`src/rtl/des_3des_sequencer.sv`:
```
// des_3des_sequencer: sequences one shared, pipelined single-DES core through
// three passes to perform a 3DES (EDE) encrypt or decrypt of one 64-bit block.
//
// Ports:
//   clk, rst                    clock (rising edge), async active-high reset
//   in_valid/in_ready           block input handshake (in_ready = IDLE)
//   in_block, in_decrypt        input block and mode (0 = encrypt, 1 = decrypt)
//   core_block_in               registered block presented to the DES core
//   core_key_sel                key select for the schedule (0=K1, 1=K2, 2=K3)
//   core_key_decrypt            1 = schedule supplies round keys reversed
//   core_out                    DES core output, valid CORE_LATENCY edges later
//   out_valid/out_ready         result handshake
//   out_block                   3DES result
//   busy                        high in RUN or DONE
module des_3des_sequencer #(
  parameter int unsigned CORE_LATENCY = 16
) (
  input  logic        clk,
  input  logic        rst,
  input  logic        in_valid,
  output logic        in_ready,
  input  logic [0:63] in_block,
  input  logic        in_decrypt,
  output logic [0:63] core_block_in,
  output logic [1:0]  core_key_sel,
  output logic        core_key_decrypt,
  input  logic [0:63] core_out,
  output logic        out_valid,
  input  logic        out_ready,
  output logic [0:63] out_block,
  output logic        busy
);

  localparam int unsigned BLK_W  = 64;
  localparam int unsigned CNT_W  = 6;
  localparam int unsigned PASS_W = 2;
  localparam logic [CNT_W-1:0]  CAPTURE_CNT = CNT_W'(CORE_LATENCY);
  localparam logic [PASS_W-1:0] LAST_PASS   = PASS_W'(2);

  typedef enum logic [1:0] {
    S_IDLE = 2'd0,
    S_RUN  = 2'd1,
    S_DONE = 2'd2
  } state_t;

  state_t              r_state, w_state;
  logic [PASS_W-1:0]   r_pass, w_pass;
  logic [CNT_W-1:0]    r_cnt, w_cnt;
  logic                r_decrypt, w_decrypt;
  logic [0:BLK_W-1]    r_block_in, w_block_in;
  logic [1:0]          r_key_sel, w_key_sel;
  logic                r_key_dec, w_key_dec;
  logic                r_out_valid, w_out_valid;
  logic [0:BLK_W-1]    r_out_block, w_out_block;

  // Key order: encrypt K1,K2,K3; decrypt K3,K2,K1.
  function automatic logic [1:0] key_sel_f(input logic dec, input logic [PASS_W-1:0] pass);
    return dec ? 2'(2'd2 - pass) : pass;
  endfunction

  // Direction alternates per pass: encrypt E,D,E; decrypt D,E,D.
  function automatic logic key_dec_f(input logic dec, input logic [PASS_W-1:0] pass);
    return dec ^ pass[0];
  endfunction

  // State and datapath registers
  always_ff @(posedge clk or posedge rst) begin
    if (rst) begin
      r_state     <= S_IDLE;
      r_pass      <= '0;
      r_cnt       <= '0;
      r_decrypt   <= 1'b0;
      r_block_in  <= '0;
      r_key_sel   <= '0;
      r_key_dec   <= 1'b0;
      r_out_valid <= 1'b0;
      r_out_block <= '0;
    end else begin
      r_state     <= w_state;
      r_pass      <= w_pass;
      r_cnt       <= w_cnt;
      r_decrypt   <= w_decrypt;
      r_block_in  <= w_block_in;
      r_key_sel   <= w_key_sel;
      r_key_dec   <= w_key_dec;
      r_out_valid <= w_out_valid;
      r_out_block <= w_out_block;
    end
  end

  // Next-state and datapath next values
  always_comb begin
    w_state     = r_state;
    w_pass      = r_pass;
    w_cnt       = r_cnt;
    w_decrypt   = r_decrypt;
    w_block_in  = r_block_in;
    w_key_sel   = r_key_sel;
    w_key_dec   = r_key_dec;
    w_out_valid = r_out_valid;
    w_out_block = r_out_block;
    unique case (r_state)
      S_IDLE: begin
        // in_ready is high in IDLE, so in_valid alone completes the handshake
        if (in_valid) begin
          w_state    = S_RUN;
          w_block_in = in_block;
          w_decrypt  = in_decrypt;
          w_pass     = '0;
          w_cnt      = '0;
          w_key_sel  = key_sel_f(in_decrypt, '0);
          w_key_dec  = key_dec_f(in_decrypt, '0);
        end
      end
      S_RUN: begin
        w_cnt = r_cnt + CNT_W'(1);
        if (r_cnt == CAPTURE_CNT) begin
          if (r_pass == LAST_PASS) begin
            w_out_block = core_out;
            w_out_valid = 1'b1;
            w_state     = S_DONE;
          end else begin
            // Feed the result back and switch keys on the same edge
            w_block_in = core_out;
            w_pass     = r_pass + PASS_W'(1);
            w_cnt      = '0;
            w_key_sel  = key_sel_f(r_decrypt, r_pass + PASS_W'(1));
            w_key_dec  = key_dec_f(r_decrypt, r_pass + PASS_W'(1));
          end
        end
      end
      S_DONE: begin
        if (out_ready) begin
          w_out_valid = 1'b0;
          w_state     = S_IDLE;
        end
      end
      default: w_state = S_IDLE;
    endcase
  end

  assign in_ready         = (r_state == S_IDLE);
  assign busy             = (r_state != S_IDLE);
  assign core_block_in    = r_block_in;
  assign core_key_sel     = r_key_sel;
  assign core_key_decrypt = r_key_dec;
  assign out_valid        = r_out_valid;
  assign out_block        = r_out_block;

endmodule

```
`config.mk`:
```
export PLATFORM = sky130hd
export DESIGN_NAME = des_3des_sequencer
export DESIGN_NICKNAME = d
export VERILOG_FILES = /design/src/rtl/des_3des_sequencer.sv
export SDC_FILE = /design/constraint.sdc
export NUM_CORES = 1
export LEC_CHECK = 0
export BUFFER_PORTS_ARGS = -buffer_cell sky130_fd_sc_hd__buf_2
export CELL_PAD_IN_SITES_DETAIL_PLACEMENT = 0
export CELL_PAD_IN_SITES_GLOBAL_PLACEMENT = 1
export CORE_ASPECT_RATIO = 0.75
export CORE_MARGIN = 8
export CORE_UTILIZATION = 38
export DETAILED_ROUTE_END_ITERATION = 8
export GPL_TIMING_DRIVEN = 0
export PLACE_DENSITY_LB_ADDON = 0.1
export SKIP_CTS_REPAIR_TIMING = 1
export SLEW_MARGIN = 40
export SYNTH_ARGS = -nofsm -noshare
export SYNTH_HDL_FRONTEND = slang
export SYNTH_SLANG_ARGS = --single-unit
```
`constraint.sdc`:
```
create_clock -name clk -period 9.3 [get_ports clk]
set_clock_uncertainty 0.05 [all_clocks]
set_input_delay 1.86 -clock clk [delete_from_list [all_inputs] [get_ports clk]]
set_output_delay 1.86 -clock clk [all_outputs]
set_load 0.01 [all_outputs]
```
==> flow_summary.yaml, run 1 <==
route:
  drt-total-wl_mm: 18.46
  vias: 4779
  via_per_inst: 5.079
  drt_first_pass_iters: 7
  drt_iter0_drc: 241
  ant_nets: 0
  drc: 0
  wl_per_cell_um: 19.62
die:
  io_pins: 267
  core_region_area_um2: 15220
  start_util: 0.3873
  die_w_um: 159.8
  dieArea_um2: 19800
  die_h_um: 123.9
  rows: 39
timing:
  finalHoldViolations: 0
  tns_ns: 0
  tightest_slew_ns: 0.5408
  fin_crit_sh: 0.3453
  max-slew-margin-rel: 0.6394
  max_freq_mhz: 311.4
  rsz0062_at_grt: "false"
  slew_violations: 0
  setup_viol: 0
  finalCriticalPeriod_ns: 3.211
grt:
  met1_usage: 0.2306
  grt_max_degree: 63
  first_global_vias: 5248
  grt_busiest_layer: "met2"
  grt_use_met2: 0.3001
  grt_overflow_total: 0
  grt_pass1_wl_mm: 29.06
  globalRouteMet3Util: 0.07959
  antenna_found_initial: 0
  track_usage: 0.1871
job:
  cap_violations: 0
layout:
  drive_above_1_share: 0.4408
  nNetsFinal: 862
  stdcell_area_um2: 8135
  register_area_um2: 3578
  syn2layout_area_growth_pct: 37.96
  fill_cells: 1414
  multi_input_area_um2: 2064
clocking:
  cts.htree.levels: 4
  cts_num_sinks: 143
  clockBufferDepth: 2
  cts_tree: "done"
  worstSkewPairLatency_ns: 0.41
  cts_root_buf: "clkbuf_16"
  numCtsBuffers: 17
  clk_pin_slew_worst_paths_ns: 0.05
pwr:
  leakage_nw: 3.826
  irDropWorstVdd_mv: 0.1420
  power_density_nw_per_um2: 344.8
critical_path:
  arrival_ns: 1.30
  crit_fanout: 9
  critPathLaunch: "r_state[0]"
  rr_startpoint: "r_pass[0]"
  cp-end-kind: "primary output"
  cp-start-kind: "flip-flop"
  critPathMaxStageDelay_ns: 0.46
  path_class: "flip-flop to primary output"
  cp.required_ns: 7.39
  cp_cell_sequence: "nor2_1, inv_1, buf_2"
  crit_slowest_cell: "dfrtp_1"
synthesis:
  synth_edf_count: 0
  postSynthAreaPerCell_um2: 13.49
  ys.warnings.count: 0
  seq_area_frac_synth: 0.6068
  syn-num-nets: 575
  netlist_area_um2: 5897
  syn_inst: 437
  synth-main-ff-cell: "dfrtp_1"
  netlist-cell-type-count: 35
  ys_seq_elements: 143
  ys_async_sr_fraction: 1.000
placement:
  gp_congestion: 0.7577
  io_buffers: 266
  detailed_place_hpwl_mm: 14.08
  post_dp_cell_area_um2: 7547
worst_hold_path:
  hold_class: "flip-flop to flip-flop"
  min_from: "out_block[31]"
outcome:
  status: "completed"
[flip-flops by register name, indices dropped and copies added, names as in the netlist]
name              count
core_key_sel          2
out_block            64
core_key_decrypt      1
out_valid             1
r_pass                2
r_decrypt             1
r_state               2
r_cnt                 6
core_block_in        64
[stage by stage]
stage	power, mW	worst slack, ns	hold slack [ns]	cells	util
2_1_floorplan	1.661	3.552	0.4405	437	-
3_3_place_gp	2.127	1.863	0.4178	908	0.4916
3_5_place_dp	2.160	5.761	0.4261	910	0.4957
4_1_cts	2.850	6.055	0.4386	940	0.5342
5_1_grt	2.992	5.975	0.4474	940	0.5342
6_report	2.805	6.089	0.4347	941	0.5344
[cells by family (layout without fill, tap and decap cells)]
kind of cell,count (synthesis),after routing,synth area share
other,0,1,0
and+or+nand+nor,27,27,0.02440
adders and majority gates,5,5,0.01061
muxes,66,66,0.1258
xor gates and xnor gates,4,4,0.005942
AOI/OAI and AO/OA,145,145,0.1833
buffers and inverters,47,345,0.04307
DFF,143,143,0.6068
[cells in the mapped netlist (all sizes together) (4+ instances only)]
library cell,n,area share
a2bb2oi,66,0.098
inv,10,0.0064
dfrtp,143,0.61
nor2,7,0.0045
nand2b,4,0.0042
nand3,4,0.0034
nand2,6,0.0038
ha,5,0.011
o22ai,68,0.072
mux2,65,0.12
buf,25,0.029
clkbuf,12,0.0076
[final timing paths]
| check | to | slack, ns | cells after the start |
|---|---|---|---|
| worst max-delay path | busy | 6.09 | 3 |
| worst min-delay path | out_block[31] | 0.43 | 1 |
| worst max register to register | core_block_in[35] | 6.98 | 7 |
| worst min register to register | out_block[31] | 0.43 | 1 |
| max in group asynchronous | out_block[44] | 7.23 | 3 |
| min in group asynchronous | out_block[20] | 1.38 | 2 |
[layout by cell type (no fill, tap or decap), drive strengths merged, types with 4 or more instances in the layout]
master | netlist | layout
clkinv | 0 | 6
nand3 | 4 | 4
nand2b | 4 | 4
a2bb2oi | 66 | 66
clkbuf | 12 | 31
nand2 | 6 | 6
buf | 25 | 293
mux2 | 65 | 65
nor2 | 7 | 7
o22ai | 68 | 68
ha | 5 | 5
inv | 10 | 10
dfrtp | 143 | 143
[metal layers]
metal / up-vias / part of all wire
met5: - / 0
met4: 0 / 0.0095
met2: 154 / 0.47
met3: 14 / 0.084
li1: 2252 / -
met1: 2359 / 0.43
[critical path, delay by kind of cell, from the launching register on]
| kind | cells | cell delay, ns |
|---|---|---|
| DFF | 1 | 0.46 |
| and+or+nand+nor | 1 | 0.24 |
| buffers and inverters | 2 | 0.20 |
[area by class of cell]
class | instances | share of cell area
buffer | 37 | 0.02661
clock inverter | 11 | 0.01753
clock buffer | 19 | 0.05444
antenna | 1 | 0.0003076
inverter | 10 | 0.005537
multi-input combinational | 247 | 0.2538
tap | 205 | 0.03153
sequential | 143 | 0.4399
timing repair buffer | 268 | 0.1704
[report_power, final]
group	total (mW)	switching, mW	internal (mW)
Clock	0.676	0.251	0.424
Combinational	1.03	0.542	0.493
Sequential	1.09	0.163	0.931
Note: power is estimated with default switching activity, not from simulation.
==> run 2, diff against run 1 <==
Settings changed: ABC_AREA set to 1, CORE_UTILIZATION 38 to 34.
Clock period 9.3 ns to 3.2 ns, I/O delays scaled along.
==> run 2 against run 1 <==
Against the previous run:
- sequential power is 140% higher
- design area is 11% higher
- critical path depth stayed put
- largest power group unchanged
- via count is 32% higher
- die area is 22% higher
- count of clock-buffer cells in the layout stayed put
- register-to-register slack worse by 5.7 ns
- total power is 130% higher
- flip-flop and latch count stayed put
- largest cell class unchanged
==> flow_summary.yaml, run 2 <==
synthesis:
  ys_seq_elements: 143
  netlist_area_um2: 6614
  synth_mux_area_frac: 0
  synth_top_family_by_area: "simple AND/OR/NAND/NOR gates"
  seq_area_frac_synth: 0.5411
  ys.warnings.count: 0
  syn-num-nets: 949
  synth_compound_area_frac: 0.1025
  syn_inst: 811
  synthTopCellsByCount: "nand2_1 (293), dfrtp_1 (143), o21ai_0 (96)"
  yosys.area_share.simple: 0.2478
  synth_area_leaders: "dfrtp_1 (54%), nand2_1 (17%), o21ai_0 (7.3%)"
  synth_top_area_share: 0.5411
  synth_edf_count: 0
  netlist.top_cell.by_area: "dfrtp_1"
  synth-main-ff-cell: "dfrtp_1"
  synth-xor-area-share: 0
  ys_async_sr_fraction: 1.000
  synth.most_common_cell: "nand2_1"
  synthAdderAreaFrac: 0.009459
  postSynthAreaPerCell_um2: 8.155
  netlist-cell-type-count: 22
timing:
  tightest_slew_ns: 0.5717
  slew_violations: 0
  fin_crit_sh: 0.6099
  fin_hold_ws_ns: 0.1323
  max-slew-margin-rel: 0.6189
  setup_viol: 0
  finalHoldViolations: 0
  rsz0062_at_grt: "false"
  postLayoutSetupSlackWorst_ns: 1.248
  finalCriticalPeriod_ns: 1.952
  tns_ns: 0
  max_freq_mhz: 512.4
grt:
  antenna_found_initial: 2
  grt_overflow_total: 0
  grt_pass1_wl_mm: 36.80
  first_global_vias: 6332
  grt_max_degree: 25
  track_usage: 0.1962
layout:
  num_antenna_cells: 0
  stdcell_count: 1369
  drive_above_1_share: 0.3181
  layout_commonest_cell: "nand2_1"
  syn2layout_area_growth_pct: 36.00
  nNetsFinal: 1241
  fin_util: 0.4682
  final_cell_mix: "nand2_1 (293), buf_2 (280), dfrtp_1 (143), o21ai_0 (96), inv_1 (80)"
placement:
  detailed_place_hpwl_mm: 18.71
  dp_cells: 1337
  gp_congestion: 0.8037
  io_buffers: 266
  pre_cts_ws_ns: 1.284
die:
  rows: 44
  io_pins: 267
  die_h_um: 136.8
  start_util: 0.3442
  core_region_area_um2: 19210
  dieArea_um2: 24220
  die_w_um: 177.1
clocking:
  cts_num_sinks: 143
  numCtsBuffers: 17
  clockBufferDepth: 2
  cts_root_buf: "clkbuf_16"
  cts_tree: "done"
  worstSkewPairLatency_ns: 0.42
  cts.htree.levels: 4
  clk_pin_slew_worst_paths_ns: 0.06
critical_path:
  cp-start-kind: "flip-flop"
  crit_fanout: 4
  critPathLaunch: "r_state[1]"
  cp.required_ns: 2.51
  rr_startpoint: "r_state[1]"
  arrival_ns: 1.26
  path_class: "flip-flop to primary output"
  cp-end-kind: "primary output"
pwr:
  combPwrFrac: 0.291
  clkPwrFrac: 0.302
  power_density_nw_per_um2: 720.5
  internal-power_mw: 4.227
  switchingPower_mw: 2.253
  seqPwrFrac: 0.407
  leakage_nw: 4.904
  swShare: 0.3477
  irDropWorstVdd_mv: 0.3037
route:
  drt_first_pass_iters: 5
  vias: 6325
  drt-total-wl_mm: 24.11
  ant_nets: 0
  via_per_inst: 4.620
  drt_iter0_drc: 397
  wl_per_cell_um: 17.61
  drc: 0
outcome:
  status: "completed"
job:
  cap_violations: 0
worst_hold_path:
  hold_class: "input pin to async pin"
==> run 2: changes by cell type in the layout (fill, tap and decap cells not counted), sizes merged, moves of 5 or more <==
cell / previous run / this run
mux2: 65 / 0
o22ai: 68 / 0
inv: 10 / 84
a2bb2oi: 66 / 0
nor2: 7 / 12
o21ai: 3 / 132
nand3: 4 / 78
nand2: 6 / 300
buf: 293 / 312
==> run 2: path summary, 6_finish.rpt <==
| kind | endpoint | slack (ns) | cells after the start |
|---|---|---|---|
| max | busy | 1.25 | 3 |
| min in group clk | r_state[1] | 0.36 | 2 |
| min | out_block[36] | 0.13 | 2 |
| max in group asynchronous | out_block[50] | 2.18 | 5 |
| min reg2reg | core_block_in[62] | 0.42 | 2 |
| max reg2reg | core_key_decrypt | 1.29 | 6 |
==> run 2: cell families after synthesis <==
family	Yosys count
AND/OR/NAND/NOR	395
flip-flops	143
AO/OA/AOI/OAI	135
buffers and inverters	133
adder cells (fa/ha/maj)	5
==> run 2: final cells by class <==
class | instances | area, um^2
Buffer | 50 | 344.1
Clock buffer | 19 | 432.9
Clock inverter | 13 | 138.9
Fill cell | 2015 | 10220
Inverter | 83 | 315.3
Multi-Input combinational cell | 535 | 2380
Sequential cell | 143 | 3578
Tap cell | 253 | 316.6
Timing Repair Buffer | 273 | 1489
==> run 2: power groups by stage <==
stage	sequential [mW]	combinational, mW	clock (mW)
finish	2.64	1.89	1.95
global placement	2.65	1.89	0
global route	2.71	2.14	2.06
detailed placement	2.66	1.93	0
floorplan	2.87	0.770	0
CTS	2.64	1.93	1.99
==> run 2: stage by stage <==
step / power [mW] / instance area (um^2)
global route: 6.913 / 8995
floorplan: 3.638 / 6618
CTS: 6.561 / 8995
detailed placement: 4.586 / 8423
global placement: 4.538 / 8265
finish: 6.481 / 8995
==> run 2: worst max-delay path, stage by stage, from the launching register on <==
cell     delay, ns
dfrtp_1       0.47
nor2_2        0.19
inv_1         0.05
buf_2         0.13
==> run 2: metal layers <==
layer  share of wire  vias to the layer above  global-route usage
met2            0.44                      193              0.2866
li1                -                     3144                   -
met4           0.010                        4             0.05310
met3           0.069                       23             0.05321
met5         0.00095                        -                   0
met1            0.48                     2961              0.2802
